[src/rtl/bm_upd_sched_if.sv]
// Handshake/bus bundle between the line-pass requester, DET stage, update
// datapath and the bm_upd_sched scheduler.
interface bm_upd_sched_if #(
  parameter int LW_BITS = 10
);
  logic               start;
  logic [LW_BITS-1:0] line_width;
  logic [3:0]         num_phase;
  logic               det_rdy;
  logic               vout;
  logic               det_ack;
  logic [3:0]         dphase;
  logic               mode;
  logic               vin_m1;
  logic               wbank;
  logic               rbank;
  logic               busy;
  logic               done;
  logic               err;

  // Requester / environment side
  modport master (
    output start, line_width, num_phase, det_rdy, vout,
    input  det_ack, dphase, mode, vin_m1, wbank, rbank, busy, done, err
  );

  // Scheduler side
  modport slave (
    input  start, line_width, num_phase, det_rdy, vout,
    output det_ack, dphase, mode, vin_m1, wbank, rbank, busy, done, err
  );
endinterface

[src/rtl/bm_upd_sched.sv]
// Multi-phase line-pass scheduler for the block-matching update datapath.
// One start runs num_phase passes; each pass waits for DET data, bursts
// vin_m1 for line_width cycles, then drains until the datapath has returned
// line_width vout strobes or a timeout expires. All outputs are registered.
module bm_upd_sched #(
  parameter int LW_BITS   = 10,
  parameter int DRAIN_TMO = 8
) (
  input  logic          clk,
  input  logic          rst,
  bm_upd_sched_if.slave bus
);

  localparam int DW = $clog2(DRAIN_TMO + 3);
  localparam logic [DW-1:0] DRAIN_LAST = DW'(DRAIN_TMO + 2);
  localparam logic [LW_BITS-1:0] VCNT_MAX = {LW_BITS{1'b1}};

  typedef enum logic [1:0] {IDLE, WAIT, RUN, DRAIN} state_t;

  state_t             state_q, state_d;
  logic [LW_BITS-1:0] lw_q, lw_d;
  logic [LW_BITS-1:0] pix_q, pix_d;
  logic [LW_BITS-1:0] vcnt_q, vcnt_d;
  logic [3:0]         np_q, np_d;
  logic [3:0]         phase_q, phase_d;
  logic [DW-1:0]      dcnt_q, dcnt_d;
  logic               det_ack_q, det_ack_d;
  logic [3:0]         dphase_q, dphase_d;
  logic               mode_q, mode_d;
  logic               vin_q, vin_d;
  logic               wbank_q, wbank_d;
  logic               rbank_q, rbank_d;
  logic               busy_q, busy_d;
  logic               done_q, done_d;
  logic               err_q, err_d;

  logic               start_acc;
  logic [3:0]         np_clamped;
  logic [LW_BITS-1:0] vcnt_next;
  logic               drain_ok;
  logic               final_phase;

  // Clamp the requested phase count into 1..8 and count returned vout strobes
  always_comb begin
    np_clamped = bus.num_phase;
    if (bus.num_phase == 4'd0) begin
      np_clamped = 4'd1;
    end else if (bus.num_phase > 4'd8) begin
      np_clamped = 4'd8;
    end
    vcnt_next = vcnt_q;
    if ((state_q == RUN || state_q == DRAIN) && bus.vout && vcnt_q != VCNT_MAX) begin
      vcnt_next = vcnt_q + LW_BITS'(1);
    end
    // The done cycle still counts as busy, so a start there is refused
    start_acc   = bus.start && (state_q == IDLE) && !done_q;
    drain_ok    = (vcnt_next >= lw_q);
    final_phase = (phase_q == np_q - 4'd1);
  end

  // Next-state and next-output logic
  always_comb begin
    state_d   = state_q;
    lw_d      = lw_q;
    pix_d     = pix_q;
    vcnt_d    = vcnt_next;
    np_d      = np_q;
    phase_d   = phase_q;
    dcnt_d    = dcnt_q;
    det_ack_d = 1'b0;
    vin_d     = 1'b0;
    done_d    = 1'b0;
    wbank_d   = wbank_q;
    err_d     = err_q;

    if (bus.start && !start_acc) begin
      err_d = 1'b1;
    end

    case (state_q)
      IDLE: begin
        if (start_acc) begin
          lw_d    = bus.line_width;
          np_d    = np_clamped;
          phase_d = 4'd0;
          wbank_d = 1'b0;
          if (bus.line_width == '0) begin
            // Empty line: report completion without running any pass
            done_d = 1'b1;
          end else begin
            state_d = WAIT;
          end
        end
      end
      WAIT: begin
        if (bus.det_rdy) begin
          state_d   = RUN;
          det_ack_d = 1'b1;
          vin_d     = 1'b1;
          pix_d     = LW_BITS'(1);
          vcnt_d    = '0;
        end
      end
      RUN: begin
        if (pix_q == lw_q) begin
          state_d = DRAIN;
          dcnt_d  = DW'(1);
        end else begin
          vin_d = 1'b1;
          pix_d = pix_q + LW_BITS'(1);
        end
      end
      DRAIN: begin
        if (drain_ok || dcnt_q == DRAIN_LAST) begin
          if (!drain_ok) begin
            err_d = 1'b1;
          end
          if (final_phase) begin
            state_d = IDLE;
            done_d  = 1'b1;
          end else begin
            state_d = WAIT;
            phase_d = phase_q + 4'd1;
            wbank_d = ~wbank_q;
          end
        end else begin
          dcnt_d = dcnt_q + DW'(1);
        end
      end
      default: state_d = IDLE;
    endcase

    dphase_d = phase_d;
    mode_d   = (phase_d != 4'd0);
    rbank_d  = ~wbank_d;
    busy_d   = (state_d != IDLE) || done_d;
  end

  // State and output registers with synchronous reset
  always_ff @(posedge clk) begin
    if (rst) begin
      state_q   <= IDLE;
      lw_q      <= '0;
      pix_q     <= '0;
      vcnt_q    <= '0;
      np_q      <= 4'd0;
      phase_q   <= 4'd0;
      dcnt_q    <= '0;
      det_ack_q <= 1'b0;
      dphase_q  <= 4'd0;
      mode_q    <= 1'b0;
      vin_q     <= 1'b0;
      wbank_q   <= 1'b0;
      rbank_q   <= 1'b1;
      busy_q    <= 1'b0;
      done_q    <= 1'b0;
      err_q     <= 1'b0;
    end else begin
      state_q   <= state_d;
      lw_q      <= lw_d;
      pix_q     <= pix_d;
      vcnt_q    <= vcnt_d;
      np_q      <= np_d;
      phase_q   <= phase_d;
      dcnt_q    <= dcnt_d;
      det_ack_q <= det_ack_d;
      dphase_q  <= dphase_d;
      mode_q    <= mode_d;
      vin_q     <= vin_d;
      wbank_q   <= wbank_d;
      rbank_q   <= rbank_d;
      busy_q    <= busy_d;
      done_q    <= done_d;
      err_q     <= err_d;
    end
  end

  assign bus.det_ack = det_ack_q;
  assign bus.dphase  = dphase_q;
  assign bus.mode    = mode_q;
  assign bus.vin_m1  = vin_q;
  assign bus.wbank   = wbank_q;
  assign bus.rbank   = rbank_q;
  assign bus.busy    = busy_q;
  assign bus.done    = done_q;
  assign bus.err     = err_q;

endmodule

[src/flat_wrapper.sv]
// flat-port wrapper written by rule: the top's interface ports become plain ports
module bm_upd_sched_flat 
#(
  parameter int LW_BITS   = 10,
  parameter int DRAIN_TMO = 8
)
  (clk, rst, bus_start, bus_line_width, bus_num_phase, bus_det_rdy, bus_vout, bus_det_ack, bus_dphase, bus_mode, bus_vin_m1, bus_wbank, bus_rbank, bus_busy, bus_done, bus_err);
  bm_upd_sched_if #(.LW_BITS(LW_BITS)) bus_i ();
  input  logic clk;
  input  logic rst;
  input wire logic [$bits(bus_i.start)-1:0] bus_start;
  input wire logic [$bits(bus_i.line_width)-1:0] bus_line_width;
  input wire logic [$bits(bus_i.num_phase)-1:0] bus_num_phase;
  input wire logic [$bits(bus_i.det_rdy)-1:0] bus_det_rdy;
  input wire logic [$bits(bus_i.vout)-1:0] bus_vout;
  output wire logic [$bits(bus_i.det_ack)-1:0] bus_det_ack;
  output wire logic [$bits(bus_i.dphase)-1:0] bus_dphase;
  output wire logic [$bits(bus_i.mode)-1:0] bus_mode;
  output wire logic [$bits(bus_i.vin_m1)-1:0] bus_vin_m1;
  output wire logic [$bits(bus_i.wbank)-1:0] bus_wbank;
  output wire logic [$bits(bus_i.rbank)-1:0] bus_rbank;
  output wire logic [$bits(bus_i.busy)-1:0] bus_busy;
  output wire logic [$bits(bus_i.done)-1:0] bus_done;
  output wire logic [$bits(bus_i.err)-1:0] bus_err;
  assign bus_i.start = bus_start;
  assign bus_i.line_width = bus_line_width;
  assign bus_i.num_phase = bus_num_phase;
  assign bus_i.det_rdy = bus_det_rdy;
  assign bus_i.vout = bus_vout;
  assign bus_det_ack = bus_i.det_ack;
  assign bus_dphase = bus_i.dphase;
  assign bus_mode = bus_i.mode;
  assign bus_vin_m1 = bus_i.vin_m1;
  assign bus_wbank = bus_i.wbank;
  assign bus_rbank = bus_i.rbank;
  assign bus_busy = bus_i.busy;
  assign bus_done = bus_i.done;
  assign bus_err = bus_i.err;
  bm_upd_sched #(.LW_BITS(LW_BITS), .DRAIN_TMO(DRAIN_TMO)) u_core (.clk(clk), .rst(rst), .bus(bus_i));
endmodule
[config.mk]
export PLATFORM = sky130hd
export DESIGN_NAME = bm_upd_sched_flat
export DESIGN_NICKNAME = d
export VERILOG_FILES = /design/src/rtl/bm_upd_sched_if.sv /design/src/rtl/bm_upd_sched.sv /design/src/flat_wrapper.sv
export SDC_FILE = /design/constraint.sdc
export NUM_CORES = 1
export LEC_CHECK = 0
export CAP_MARGIN = 20
export CORE_ASPECT_RATIO = 0.75
export CORE_UTILIZATION = 45
export CTS_CLUSTER_SIZE = 20
export DETAILED_ROUTE_END_ITERATION = 10
export GPL_TIMING_DRIVEN = 0
export HOLD_SLACK_MARGIN = 0.03
export PLACE_DENSITY_LB_ADDON = 0.3
export SLEW_MARGIN = 25
export SYNTH_ARGS = -nofsm -noshare
export SYNTH_HDL_FRONTEND = slang
export SYNTH_SLANG_ARGS = --single-unit
[constraint.sdc]
create_clock -name clk -period 5.7 [get_ports clk]
set_clock_uncertainty 0.2 [all_clocks]
set_input_delay 0.57 -clock clk [delete_from_list [all_inputs] [get_ports clk]]
set_output_delay 0.57 -clock clk [all_outputs]
set_load 0.03 [all_outputs]
==> flow_metrics.py <==
metrics = {
    "synth": {
        "syn_area_mm2": 0.00284,
        "ys_types": 49,
        "synth-seq-area-share": 0.367,
        "synth_edf_count": 0,
        "ys_async_sr_fraction": 0,
        "synth_nets": 374,
        "synth.avg_cell_area_um2": 8.47,
        "yosys_warnings": 0,
        "synthCells": 335,
        "synthFlopType": "dfxtp_1",
        "ys_seq_elements": 52,
    },
    "global_routing": {
        "overflow": 0,
        "antenna_found_initial": 0,
        "grt_max_degree": 17,
        "grt_usage": 0.199,
        "grt_pass1_vias": 2179,
        "grt_first_pass_wirelength_um": 10200,
    },
    "routing": {
        "first_pass_iters": 4,
        "viasPerCell": 5.33,
        "drt-total-wl_um": 6020,
        "wl_per_cell_um": 13.4,
        "route.vias.total": 2398,
        "drc_errors": 0,
        "drt_first_iter_violations": 97,
        "ant_nets": 0,
    },
    "sta": {
        "worst_slew_pin_slew_ns": 0.607,
        "fmax_ghz": 0.248,
        "slew_headroom": 0.595,
        "setup_tns_ns": 0,
        "hold_viol_final": 0,
        "timing.final.crit_share": 0.707,
        "whs_ns": 0.275,
        "period_minus_slack_ns": 4.03,
        "rsz0062_at_grt": "no",
        "final-max-slew-violation-count": 0,
        "setup_viol_count_final": 0,
    },
    "setup_path": {
        "end_kind": "flop",
        "cp-start-kind": "flop",
        "arrival_ns": 4.07,
        "worstSetupPathType": "flop to flop",
        "required_ns": 5.74,
        "critPathMaxFanout": 8,
    },
    "place": {
        "dp_hpwl_um": 4690,
        "gp_congestion": 0.864,
        "io_buffers": 29,
    },
    "clock_network": {
        "insertion_delay_ns": 0.31,
        "cts_resized": 0,
        "cts_setup_buffers": 0,
        "h-tree-depth": 2,
        "clkSlewWorstSetupHoldPaths_ns": 0.10,
        "hold_buffers": 0,
        "cts_root_buffer": "clkbuf_8",
        "cts_sinks": 52,
        "numCtsBuffers": 5,
        "cts_tree": "yes",
        "cts_buffer_depth": 2,
    },
    "power": {
        "ir_drop_mv": 0.101,
        "p_leak_uw": 0.00119,
        "cellPowerDensity_mw_per_mm2": 229,
    },
    "job": {
        "maxCapViolations": 0,
    },
    "final_layout": {
        "final_common_cell": "dfxtp_1",
        "n_antenna_cell": 0,
        "area_growth_pct": 16.8,
        "drive_gt1_frac": 0.0618,
        "final_util": 0.557,
        "final_nets": 410,
        "final_cell_mix": "dfxtp_1 (52), nand2_1 (39), nor2_1 (33)",
    },
    "worst_hold_path": {
        "hp-class": "flop to flop",
    },
    "floorplanning": {
        "dieArea_mm2": 0.00663,
        "dieHeight_um": 70.8,
        "rows": 24,
        "ioPinCount": 31,
        "start_util": 0.477,
        "core_area_mm2": 0.00595,
        "die_w_um": 93.7,
    },
    "outcome": {
        "status": "complete, no violations",
    },
}
## power breakdown
group / total, uW / switching [uW] / internal [uW]
clock network: 211 / 124 / 87.6
registers: 392 / 15.5 / 377
logic: 154 / 87.0 / 67.4
## critical path, stage by stage (launching register included)
cell      delay (ns)
dfxtp_1         0.48
ha_1            0.19
clkbuf_1        0.36
o221ai_2        0.23
or2_2           0.35
nor2_1          0.13
xor2_1          0.09
ha_1            0.30
nand4_1         0.13
nor3_2          0.28
a211oi_4        0.13
a31oi_2         0.44
nor3b_2         0.32
a22oi_1         0.13
a41oi_1         0.21
## through the flow
step | setup slack (ns) | total power (uW) | cell area [um2] | std cells
finish | 1.67 | 758 | 3310 | 450
global route | 1.36 | 803 | 3310 | 450
CTS | 1.72 | 763 | 3310 | 450
detailed placement | 1.74 | 554 | 3220 | 442
global placement | 1.75 | 551 | 3220 | 442
floorplan | 2.29 | 507 | 2840 | 335
## kinds of logic after synthesis
| kind of cell | Yosys count | synth area share |
|---|---|---|
| XOR/XNOR | 32 | 0.0988 |
| adder cells (fa/ha/maj) | 20 | 0.0882 |
| multiplexers | 4 | 0.0146 |
| AND/OR/NAND/NOR | 136 | 0.245 |
| buffers and inverters | 31 | 0.0415 |
| AO/OA/AOI/OAI | 60 | 0.145 |
| flip-flops | 52 | 0.367 |
## synth_stat cells, types with 6 or more instances
master    number  area [um2]
dfxtp_1       52        1040
nand2_1       39         146
nor2_1        33         124
a21oi_1       25         125
xnor2_1       25         219
inv_1         22        82.6
ha_1          20         250
nor2b_1       11        68.8
nand3_1       10        50.1
o21ai_0       10        50.1
clkbuf_1       8        30.0
nor3_1         8        40.0
nand4_1        7        43.8
xor2_1         7        61.3
nand2b_1       6        37.5
## per-layer routing
layer / part of all wire / track usage / up-vias
met1: 0.52 / 0.286 / 1114
li1: - / - / 1225
met2: 0.43 / 0.296 / 50
met3: 0.034 / 0.0398 / 9
met4: 0.014 / 0.0684 / 0
met5: 0 / 0 / -
## registers in the layout, indices dropped and copies added (netlist names)
signal and cells:
u_core.bus.busy 1, u_core.bus.det_ack 1, u_core.bus.done 1, u_core.bus.err 1
u_core.bus.mode 1, u_core.bus.rbank 1, u_core.bus.vin_m1 1, u_core.bus.wbank 1
u_core.dcnt_q 4, u_core.lw_q 10, u_core.np_q 4, u_core.phase_q 4
u_core.pix_q 10, u_core.state_q 2, u_core.vcnt_q 10
## worst paths after layout
| kind | endpoint | depth (start not counted) | start | slack (ns) |
|---|---|---|---|---|
| worst min-delay path | u_core.np_q[3] | 2 | u_core.np_q[3] | 0.27 |
| worst max-delay path | u_core.bus.mode | 14 | u_core.state_q[0] | 1.67 |
| worst max register to register | u_core.bus.mode | 14 | u_core.state_q[0] | 1.67 |
| worst min register to register | u_core.np_q[3] | 2 | u_core.np_q[3] | 0.27 |
## final cells by class
| class | instances | area, um2 |
|---|---|---|
| Clock inverter | 2 | 16.3 |
| Buffer | 9 | 35.0 |
| Inverter | 22 | 82.6 |
| Tap cell | 78 | 97.6 |
| Multi-Input combinational cell | 252 | 1680 |
| Fill cell | 556 | 2630 |
| Clock buffer | 6 | 72.6 |
| Sequential cell | 52 | 1040 |
| Timing Repair Buffer | 29 | 290 |
Power figures use the tool's default switching activity.
